## src/rtl/rom_read_arbiter_if.sv

```systemverilog
// Requester and ROM-side signal bundle for rom_read_arbiter.
// slave = arbiter side, master = requesters plus the ROM model.
interface rom_read_arbiter_if #(
  parameter int ADDR_WIDTH = 5,
  parameter int DATA_WIDTH = 32
);
  logic                  req0;
  logic                  req1;
  logic [ADDR_WIDTH-1:0] addr0;
  logic [ADDR_WIDTH-1:0] addr1;
  logic [1:0]            len0;
  logic [1:0]            len1;
  logic                  gnt0;
  logic                  gnt1;
  logic                  rvalid0;
  logic                  rvalid1;
  logic                  rlast0;
  logic                  rlast1;
  logic [DATA_WIDTH-1:0] rdata;
  logic [ADDR_WIDTH-1:0] rom_address;
  logic                  rom_chip_select;
  logic [DATA_WIDTH-1:0] rom_data_in;

  modport slave (
    input  req0, req1, addr0, addr1, len0, len1, rom_data_in,
    output gnt0, gnt1, rvalid0, rvalid1, rlast0, rlast1, rdata,
           rom_address, rom_chip_select
  );

  modport master (
    output req0, req1, addr0, addr1, len0, len1, rom_data_in,
    input  gnt0, gnt1, rvalid0, rvalid1, rlast0, rlast1, rdata,
           rom_address, rom_chip_select
  );
endinterface

```

## src/rtl/rom_read_arbiter.sv

```systemverilog
// Two-port word/burst read arbiter for the 32-word instruction ROM.
// Define ROM_ARB_ROUND_ROBIN_EN for round-robin tie-break; default is fixed priority to port 0.
//
// state | meaning
// IDLE  | no ROM access, requests sampled
// READ  | ROM access in progress, one beat per cycle
module rom_read_arbiter #(
  parameter int ADDR_WIDTH = 5,
  parameter int DATA_WIDTH = 32
) (
  input logic               clk,
  input logic               reset,
  rom_read_arbiter_if.slave bus
);

  typedef enum logic {IDLE, READ} state_t;

  state_t                state;
  state_t                state_next;
  logic                  owner;
  logic [ADDR_WIDTH-1:0] cur_addr;
  logic [1:0]            beat;
  logic [1:0]            blen;
  logic                  last_beat;
  logic                  win_valid;
  logic                  win_port;
  logic                  gnt0_q, gnt1_q;
  logic                  rvalid0_q, rvalid1_q;
  logic                  rlast0_q, rlast1_q;
  logic [DATA_WIDTH-1:0] rdata_q;
  logic                  cs;
  logic [ADDR_WIDTH-1:0] rom_addr;

  assign win_valid = bus.req0 | bus.req1;

`ifdef ROM_ARB_ROUND_ROBIN_EN
  // rr_ptr names the port that wins the next tie
  logic rr_ptr;
  assign win_port = (bus.req0 & bus.req1) ? rr_ptr : bus.req1;
`else
  assign win_port = ~bus.req0;
`endif

  assign last_beat = (beat == blen);

  always_comb begin
    state_next = state;
    cs         = 1'b0;
    rom_addr   = '0;
    case (state)
      IDLE: begin
        if (win_valid) state_next = READ;
      end
      READ: begin
        cs       = 1'b1;
        rom_addr = cur_addr;
        if (last_beat) state_next = IDLE;
      end
      default: state_next = IDLE;
    endcase
  end

  always_ff @(posedge clk) begin
    if (reset) begin
      state     <= IDLE;
      owner     <= 1'b0;
      cur_addr  <= '0;
      beat      <= '0;
      blen      <= '0;
      gnt0_q    <= 1'b0;
      gnt1_q    <= 1'b0;
      rvalid0_q <= 1'b0;
      rvalid1_q <= 1'b0;
      rlast0_q  <= 1'b0;
      rlast1_q  <= 1'b0;
      rdata_q   <= '0;
`ifdef ROM_ARB_ROUND_ROBIN_EN
      rr_ptr    <= 1'b0;
`endif
    end else begin
      state     <= state_next;
      gnt0_q    <= 1'b0;
      gnt1_q    <= 1'b0;
      rvalid0_q <= 1'b0;
      rvalid1_q <= 1'b0;
      rlast0_q  <= 1'b0;
      rlast1_q  <= 1'b0;
      case (state)
        IDLE: begin
          if (win_valid) begin
            owner    <= win_port;
            cur_addr <= win_port ? bus.addr1 : bus.addr0;
            blen     <= win_port ? bus.len1 : bus.len0;
            beat     <= '0;
            gnt0_q   <= ~win_port;
            gnt1_q   <= win_port;
`ifdef ROM_ARB_ROUND_ROBIN_EN
            rr_ptr   <= ~win_port;
`endif
          end
        end
        READ: begin
          rdata_q   <= bus.rom_data_in;
          rvalid0_q <= ~owner;
          rvalid1_q <= owner;
          rlast0_q  <= ~owner & last_beat;
          rlast1_q  <= owner & last_beat;
          cur_addr  <= cur_addr + ADDR_WIDTH'(1);
          beat      <= beat + 2'd1;
        end
        default: ;
      endcase
    end
  end

  assign bus.gnt0            = gnt0_q;
  assign bus.gnt1            = gnt1_q;
  assign bus.rvalid0         = rvalid0_q;
  assign bus.rvalid1         = rvalid1_q;
  assign bus.rlast0          = rlast0_q;
  assign bus.rlast1          = rlast1_q;
  assign bus.rdata           = rdata_q;
  assign bus.rom_address     = rom_addr;
  assign bus.rom_chip_select = cs;

endmodule

```

## src/flat_wrapper.sv

```systemverilog
// flat-port wrapper written by rule: the top's interface ports become plain ports
module rom_read_arbiter_flat 
#(
  parameter int ADDR_WIDTH = 5,
  parameter int DATA_WIDTH = 32
)
  (clk, reset, bus_req0, bus_req1, bus_addr0, bus_addr1, bus_len0, bus_len1, bus_rom_data_in, bus_gnt0, bus_gnt1, bus_rvalid0, bus_rvalid1, bus_rlast0, bus_rlast1, bus_rdata, bus_rom_address, bus_rom_chip_select);
  rom_read_arbiter_if #(.ADDR_WIDTH(ADDR_WIDTH), .DATA_WIDTH(DATA_WIDTH)) bus_i ();
  input logic clk;
  input logic reset;
  input wire logic [$bits(bus_i.req0)-1:0] bus_req0;
  input wire logic [$bits(bus_i.req1)-1:0] bus_req1;
  input wire logic [$bits(bus_i.addr0)-1:0] bus_addr0;
  input wire logic [$bits(bus_i.addr1)-1:0] bus_addr1;
  input wire logic [$bits(bus_i.len0)-1:0] bus_len0;
  input wire logic [$bits(bus_i.len1)-1:0] bus_len1;
  input wire logic [$bits(bus_i.rom_data_in)-1:0] bus_rom_data_in;
  output wire logic [$bits(bus_i.gnt0)-1:0] bus_gnt0;
  output wire logic [$bits(bus_i.gnt1)-1:0] bus_gnt1;
  output wire logic [$bits(bus_i.rvalid0)-1:0] bus_rvalid0;
  output wire logic [$bits(bus_i.rvalid1)-1:0] bus_rvalid1;
  output wire logic [$bits(bus_i.rlast0)-1:0] bus_rlast0;
  output wire logic [$bits(bus_i.rlast1)-1:0] bus_rlast1;
  output wire logic [$bits(bus_i.rdata)-1:0] bus_rdata;
  output wire logic [$bits(bus_i.rom_address)-1:0] bus_rom_address;
  output wire logic [$bits(bus_i.rom_chip_select)-1:0] bus_rom_chip_select;
  assign bus_i.req0 = bus_req0;
  assign bus_i.req1 = bus_req1;
  assign bus_i.addr0 = bus_addr0;
  assign bus_i.addr1 = bus_addr1;
  assign bus_i.len0 = bus_len0;
  assign bus_i.len1 = bus_len1;
  assign bus_i.rom_data_in = bus_rom_data_in;
  assign bus_gnt0 = bus_i.gnt0;
  assign bus_gnt1 = bus_i.gnt1;
  assign bus_rvalid0 = bus_i.rvalid0;
  assign bus_rvalid1 = bus_i.rvalid1;
  assign bus_rlast0 = bus_i.rlast0;
  assign bus_rlast1 = bus_i.rlast1;
  assign bus_rdata = bus_i.rdata;
  assign bus_rom_address = bus_i.rom_address;
  assign bus_rom_chip_select = bus_i.rom_chip_select;
  rom_read_arbiter #(.ADDR_WIDTH(ADDR_WIDTH), .DATA_WIDTH(DATA_WIDTH)) u_core (.clk(clk), .reset(reset), .bus(bus_i));
endmodule
```

## config.mk

```make
export PLATFORM = sky130hd
export DESIGN_NAME = rom_read_arbiter_flat
export DESIGN_NICKNAME = d
export VERILOG_FILES = /design/src/rtl/rom_read_arbiter_if.sv /design/src/rtl/rom_read_arbiter.sv /design/src/flat_wrapper.sv
export SDC_FILE = /design/constraint.sdc
export NUM_CORES = 1
export LEC_CHECK = 0
export ABC_CLOCK_PERIOD_IN_PS = 1700
export CAP_MARGIN = 20
export CORE_MARGIN = 10
export CORE_UTILIZATION = 40
export CTS_CLUSTER_SIZE = 12
export DETAILED_ROUTE_END_ITERATION = 8
export PLACE_DENSITY = 0.76
export SLEW_MARGIN = 15
export SYNTH_ARGS = -nofsm -noshare
export SYNTH_HDL_FRONTEND = slang
export SYNTH_SLANG_ARGS = --single-unit
export TNS_END_PERCENT = 30
```

## constraint.sdc

```tcl
create_clock -name clk -period 1.7 [get_ports clk]
set_clock_uncertainty 0.15 [all_clocks]
set_input_delay 0.17 -clock clk [delete_from_list [all_inputs] [get_ports clk]]
set_output_delay 0.17 -clock clk [all_outputs]
set_load 0.03 [all_outputs]
```

Word-level counts from Yosys, hierarchy flattened

Index checks and enable logic that the tools add are counted.

Bits in registers: 49
Input port bits: 50
Output and inout port bits: 44
Logic and storage cells: 37

Add/sub/neg operators: 2
Eq/ne operators: 2
Mux-type cells: 11
Bitwise logic cells: 7
Reduce and logical (&&, ||, !) cells: 3

Operators with widths:

| operator                                                        | count |
|---|---|
| 5-bit 2-to-1 mux                                                | 3 |
| 5-bit one-hot mux with 2 select lines                           | 1 |
| 5-bit by 1-bit adder with 5-bit output, second input constant   | 1 |
| 2-bit 2-to-1 mux                                                | 2 |
| 1-bit inverter                                                  | 4 |
| 2-bit one-hot mux with 2 select lines                           | 1 |
| 1-bit 2-to-1 mux                                                | 3 |
| 3-bit OR reduction                                              | 1 |
| 2-bit by 1-bit adder with 2-bit output, second input constant   | 1 |
| 1-bit AND                                                       | 2 |
| 2-bit == test                                                   | 1 |
| 2-bit by 1-bit != test with 1-bit output, second input constant | 1 |
| 1-bit one-hot mux with 2 select lines                           | 1 |
| 2-bit AND reduction                                             | 1 |
| 2-bit OR reduction                                              | 1 |
| 1-bit OR                                                        | 1 |

Longest topological paths before layout

Depth after elaboration: 3
Depth in mapped cells: 6
Gate-level depth less buffers: 5

Least setup slack after synthesis

No wires, ideal clock.

Kind: reg-to-output
Start: register u_core.state
End: output bus_rom_address[1]
Arrival: 1.267 ns
Required time: 1.380 ns
Setup slack: 0.113 ns
Cell stages (with the launch flop): 4
Path buffers: 2
Cell sequence: dfxtp_1 buf_6 clkbuf_1 and2_1

Longest elaborated chain between the ends: 1

RTL lines:

| element                | line                   | text |
|---|---|---|
| from (decl)            | rom_read_arbiter.sv:18 | `state_t state;` |
| from (signal assigned) | rom_read_arbiter.sv:81 | `state <= state_next;` |
| 5-bit 2-to-1 mux       | rom_read_arbiter.sv:50 | `case (state)` |
| to (decl)              | flat_wrapper.sv:25     | `output wire logic [$bits(bus_i.rom_address)-1:0] bus_rom_address;` |

No other way between the ends.

Final worst setup path

Start: register u_core.rdata_q[28] (netlist: u_core.bus.rdata[28])
End: output bus_rdata[28]

RTL lines:

| element                | line                    | text |
|---|---|---|
| from (decl)            | rom_read_arbiter.sv:30  | `logic [DATA_WIDTH-1:0] rdata_q;` |
| from (signal assigned) | rom_read_arbiter.sv:103 | `rdata_q <= bus.rom_data_in;` |
| to (decl)              | flat_wrapper.sv:24      | `output wire logic [$bits(bus_i.rdata)-1:0] bus_rdata;` |

No word-level cell between the ends.

==> summary.md <==
| Metric | Value |
|---|---|
| Top-Level Pins | `94` |
| WL per Instance | `approximately 15 um` |
| Synth top area share | `0.5013` |
| Slowest stage delay, CP | `roughly 700 ps` |
| Worst Setup End Kind | `output pin` |
| Fmax achieved | `606.8 MHz` |
| Fillers | `402` |
| Tmin final | `1648 ps` |
| Worst R2R Start | `u_core.cur_addr[0]$_SDFFE_PP0P_` |
| CP Class | `reg -> out` |
| Peak VDD IR | `around 0.00047 V` |
| CP startpoint kind | `flop` |
| Crit Path Max Fanout | `2` |
| Post-CTS setup buffers | `0` |
| M1 wire length | `between 2000 and 2500 um` |
| Layout area overhead | `57.42%` |
| GR Overflow Total | `0` |
| Share of the yosys chip area belonging to registers | `0.5013` |
| Top_reg_cell synth | `dfxtp_1` |
| Die Y | `~90 um` |
| Reg-to-reg slack, setup | `approximately 350 ps` |
| Share of layout cells above drive strength 1 | `0.09722` |
| CORE AREA | `roughly 4700 sq um` |
| Delay-heaviest family, CP | `buffers and inverters` |
| Status | `completed` |
| Row Count | `25` |
| Number of remaining DRC errors | `0` |
| Synth unique cells | `33` |
| DR pass1 iterations | `3` |
| Crit path to | `bus_rdata[28]` |
| Via density | `around 4.6` |
| Main area contributors after synthesis | `dfxtp_1 (50%), mux2i_1 (19%), nor2_1 (8.6%), buf_6 (2.3%), xnor2_1 (2.2%)` |
| Clock Latency Late Sink | `300 ps` |
| Max-cap violation count | `0` |
| TNS Setup | `0 ps` |
| Final antenna-violating net count | `0` |
| Vias in the first global route | `1624` |
| GP Congestion | `0.7992` |
| Clk sinks | `49` |
| Met3 wire length | `about 440 um` |
| Avg Inst Size Synth | `10.09 sq um` |
| H-tree depth | `2` |
| Initial core utilization | `0.4143` |
| Synth area leader | `dfxtp_1` |
| PwrDens | `slightly above 900 nW/um^2` |
| CTS Root Cell | `clkbuf_8` |
| Syn. warnings | `0` |
| Pin count of the biggest net entering global routing | `37` |
| Mapped Cells | `roughly 190` |
| RSZ-0062 raised after global routing | `false` |
| Post_cts resized | `0` |
| Leakage | `~1.4 nW` |
| Crit path from | `u_core.bus.rdata[28]$_SDFFE_PP0P_` |
| Hold crit path type | `in -> reg` |
| CTS buffer count | `5` |
| Final Setup Violations | `0` |
| Slowest cell on the critical path | `clkdlybuf4s50_1` |
| PortBufs | `93` |
| WP depth | `1` |
| Clock-pin transition on the worst setup and hold timing paths | `90 ps` |
| Routed wl met2 | `approximately 2600 um` |
| Final Util | `0.6522` |
| Clk buf depth | `2` |
| Antenna violations before repair | `0` |
| Antenna Cells | `0` |
| TritonCTS clock tree | `built` |
| Top Layer Used | `met4` |
| Number of synthesized flops with an enable pin | `0` |
| Ys async rst share | `0` |
| Final Hold Viols | `0` |
| Die width | `around 90 um` |
| Total Nets Final | `338` |
| Synth Net Count | `245` |
| WP data arrival | `1330 ps` |
| Final period util | `0.9693` |
| Most common cell in the netlist | `dfxtp_1` |
| Crit-path cells | `clkdlybuf4s50_1` |
| Top post-synthesis cells by count | `dfxtp_1 (49), nor2_1 (45), mux2i_1 (37)` |
| WP buf/inv | `1` |
| GRT Util Overall | `0.1261` |
| Final wirelength | `5171 um` |
| Worst-Margin Slew | `369.5 ps` |
| Yosys reg bits | `49` |
| Drt initial violations | `a little under 70` |
| Count of pins over their slew limit | `0` |
| Die Area | `8090 sq um` |
| Hold buffers post-CTS | `0` |
| DPL Wire Length | `3964 um` |
| Slew Limit Headroom | `0.7533` |
| Total number of vias | `1628` |
| FF-to-FF End | `u_core.cur_addr[4]$_SDFFE_PP0P_` |
| Reg2Reg Depth | `4` |
| Worst EP required | `1380 ps` |
| First-pass GRT wire length | `8300 um` |
| Netlist Area Pre-Place | `roughly 2000 sq um` |
## worst register-to-register path: cells and delay by family, from the launching register on
family | cells | cell delay, ps
AND/OR/NAND/NOR | 1 | 70
AO/OA/AOI/OAI | 2 | 420
flip-flops | 1 | 350
adder cells (fa/ha/maj) | 1 | 260
## through the flow
stage	std cells	setup slack (ps)	cell area, sq um	hold slack [ps]	power (W)
2_1_floorplan	194	112.7	1957	167.2	0.001739
3_3_place_gp	347	81.00	2932	295.4	0.002039
3_5_place_dp	347	72.71	2932	306.1	0.002050
4_1_cts	355	7.712	3043	52.49	0.002885
5_1_grt	355	1.248	3080	79.13	0.002978
6_report	355	52.11	3080	66.03	0.002837
## worst min-delay path by stage
stage / start / end / slack [ps] / cells past startpoint
after floorplan: bus_rom_data_in[28] / u_core.bus.rdata[28]$_SDFFE_PP0P_ / 170 / 2
after global placement: u_core.owner$_SDFFE_PP0P_ / u_core.bus.rvalid0$_SDFF_PP0_ / 300 / 1
after detailed placement: u_core.owner$_SDFFE_PP0P_ / u_core.bus.rvalid0$_SDFF_PP0_ / 310 / 1
after CTS: reset / u_core.bus.rdata[21]$_SDFFE_PP0P_ / 50 / 2
after global routing: reset / u_core.cur_addr[2]$_SDFFE_PP0P_ / 80 / 2
final: reset / u_core.cur_addr[1]$_SDFFE_PP0P_ / 70 / 2
## registers in the layout, summed over array words and instances, names as in the netlist
register	flops
u_core.beat	2
u_core.blen	2
u_core.bus.gnt0	1
u_core.bus.gnt1	1
u_core.bus.rdata	32
u_core.bus.rlast0	1
u_core.bus.rlast1	1
u_core.bus.rvalid0	1
u_core.bus.rvalid1	1
u_core.cur_addr	5
u_core.owner	1
u_core.state	1
## per-layer routing
| layer | global-route usage | vias up |
|---|---|---|
| li1 | - | 838 |
| met1 | 0.1323 | 734 |
| met2 | 0.2076 | 48 |
| met3 | 0.06401 | 8 |
| met4 | 0.05570 | 0 |
| met5 | 0 | - |
## final cells by class
type,instances,area (sq um),share of cell area
Clock inverter,2,38.79,0.01259
Timing Repair Buffer,99,1016,0.3298
Sequential cell,49,984.7,0.3197
Tap cell,67,83.83,0.02721
Inverter,1,3.754,0.001219
Multi-Input combinational cell,131,880.8,0.2859
Clock buffer,6,72.57,0.02356
## placed cells by master (no fill, tap or decap), drive strengths merged, types with 2 or more instances in the layout
master         count
clkdlybuf4s50     72
a21oi              4
nor3b              3
nor2              46
and3               2
dfxtp             49
a211oi             3
nor2b              2
dlymetal6s2s      14
and2               5
buf               13
nor3               4
nand2              5
clkbuf             6
xnor2              5
nor4               2
o21ai              3
mux2i             37
## logic make-up (layout without fill, tap and decap cells)
family                     count (synthesis)  in the layout  share of synthesized area
buffers and inverters                     14            108                    0.04859
muxes                                     37             37                     0.1893
and+or+nand+nor                           74             74                     0.1835
DFF                                       49             49                     0.5013
adders and majority gates                  1              1                   0.006393
xor gates and xnor gates                   5              5                    0.02238
AOI/OAI and AO/OA                         14             14                    0.04859
## power breakdown
part | switching, W | internal, W | leakage [nW]
clock network | 0.000384 | 0.000442 | 0.0554
logic | 0.000345 | 0.000358 | 0.986
registers | 0.0000707 | 0.00124 | 0.403
Power figures use the tool's default switching activity.
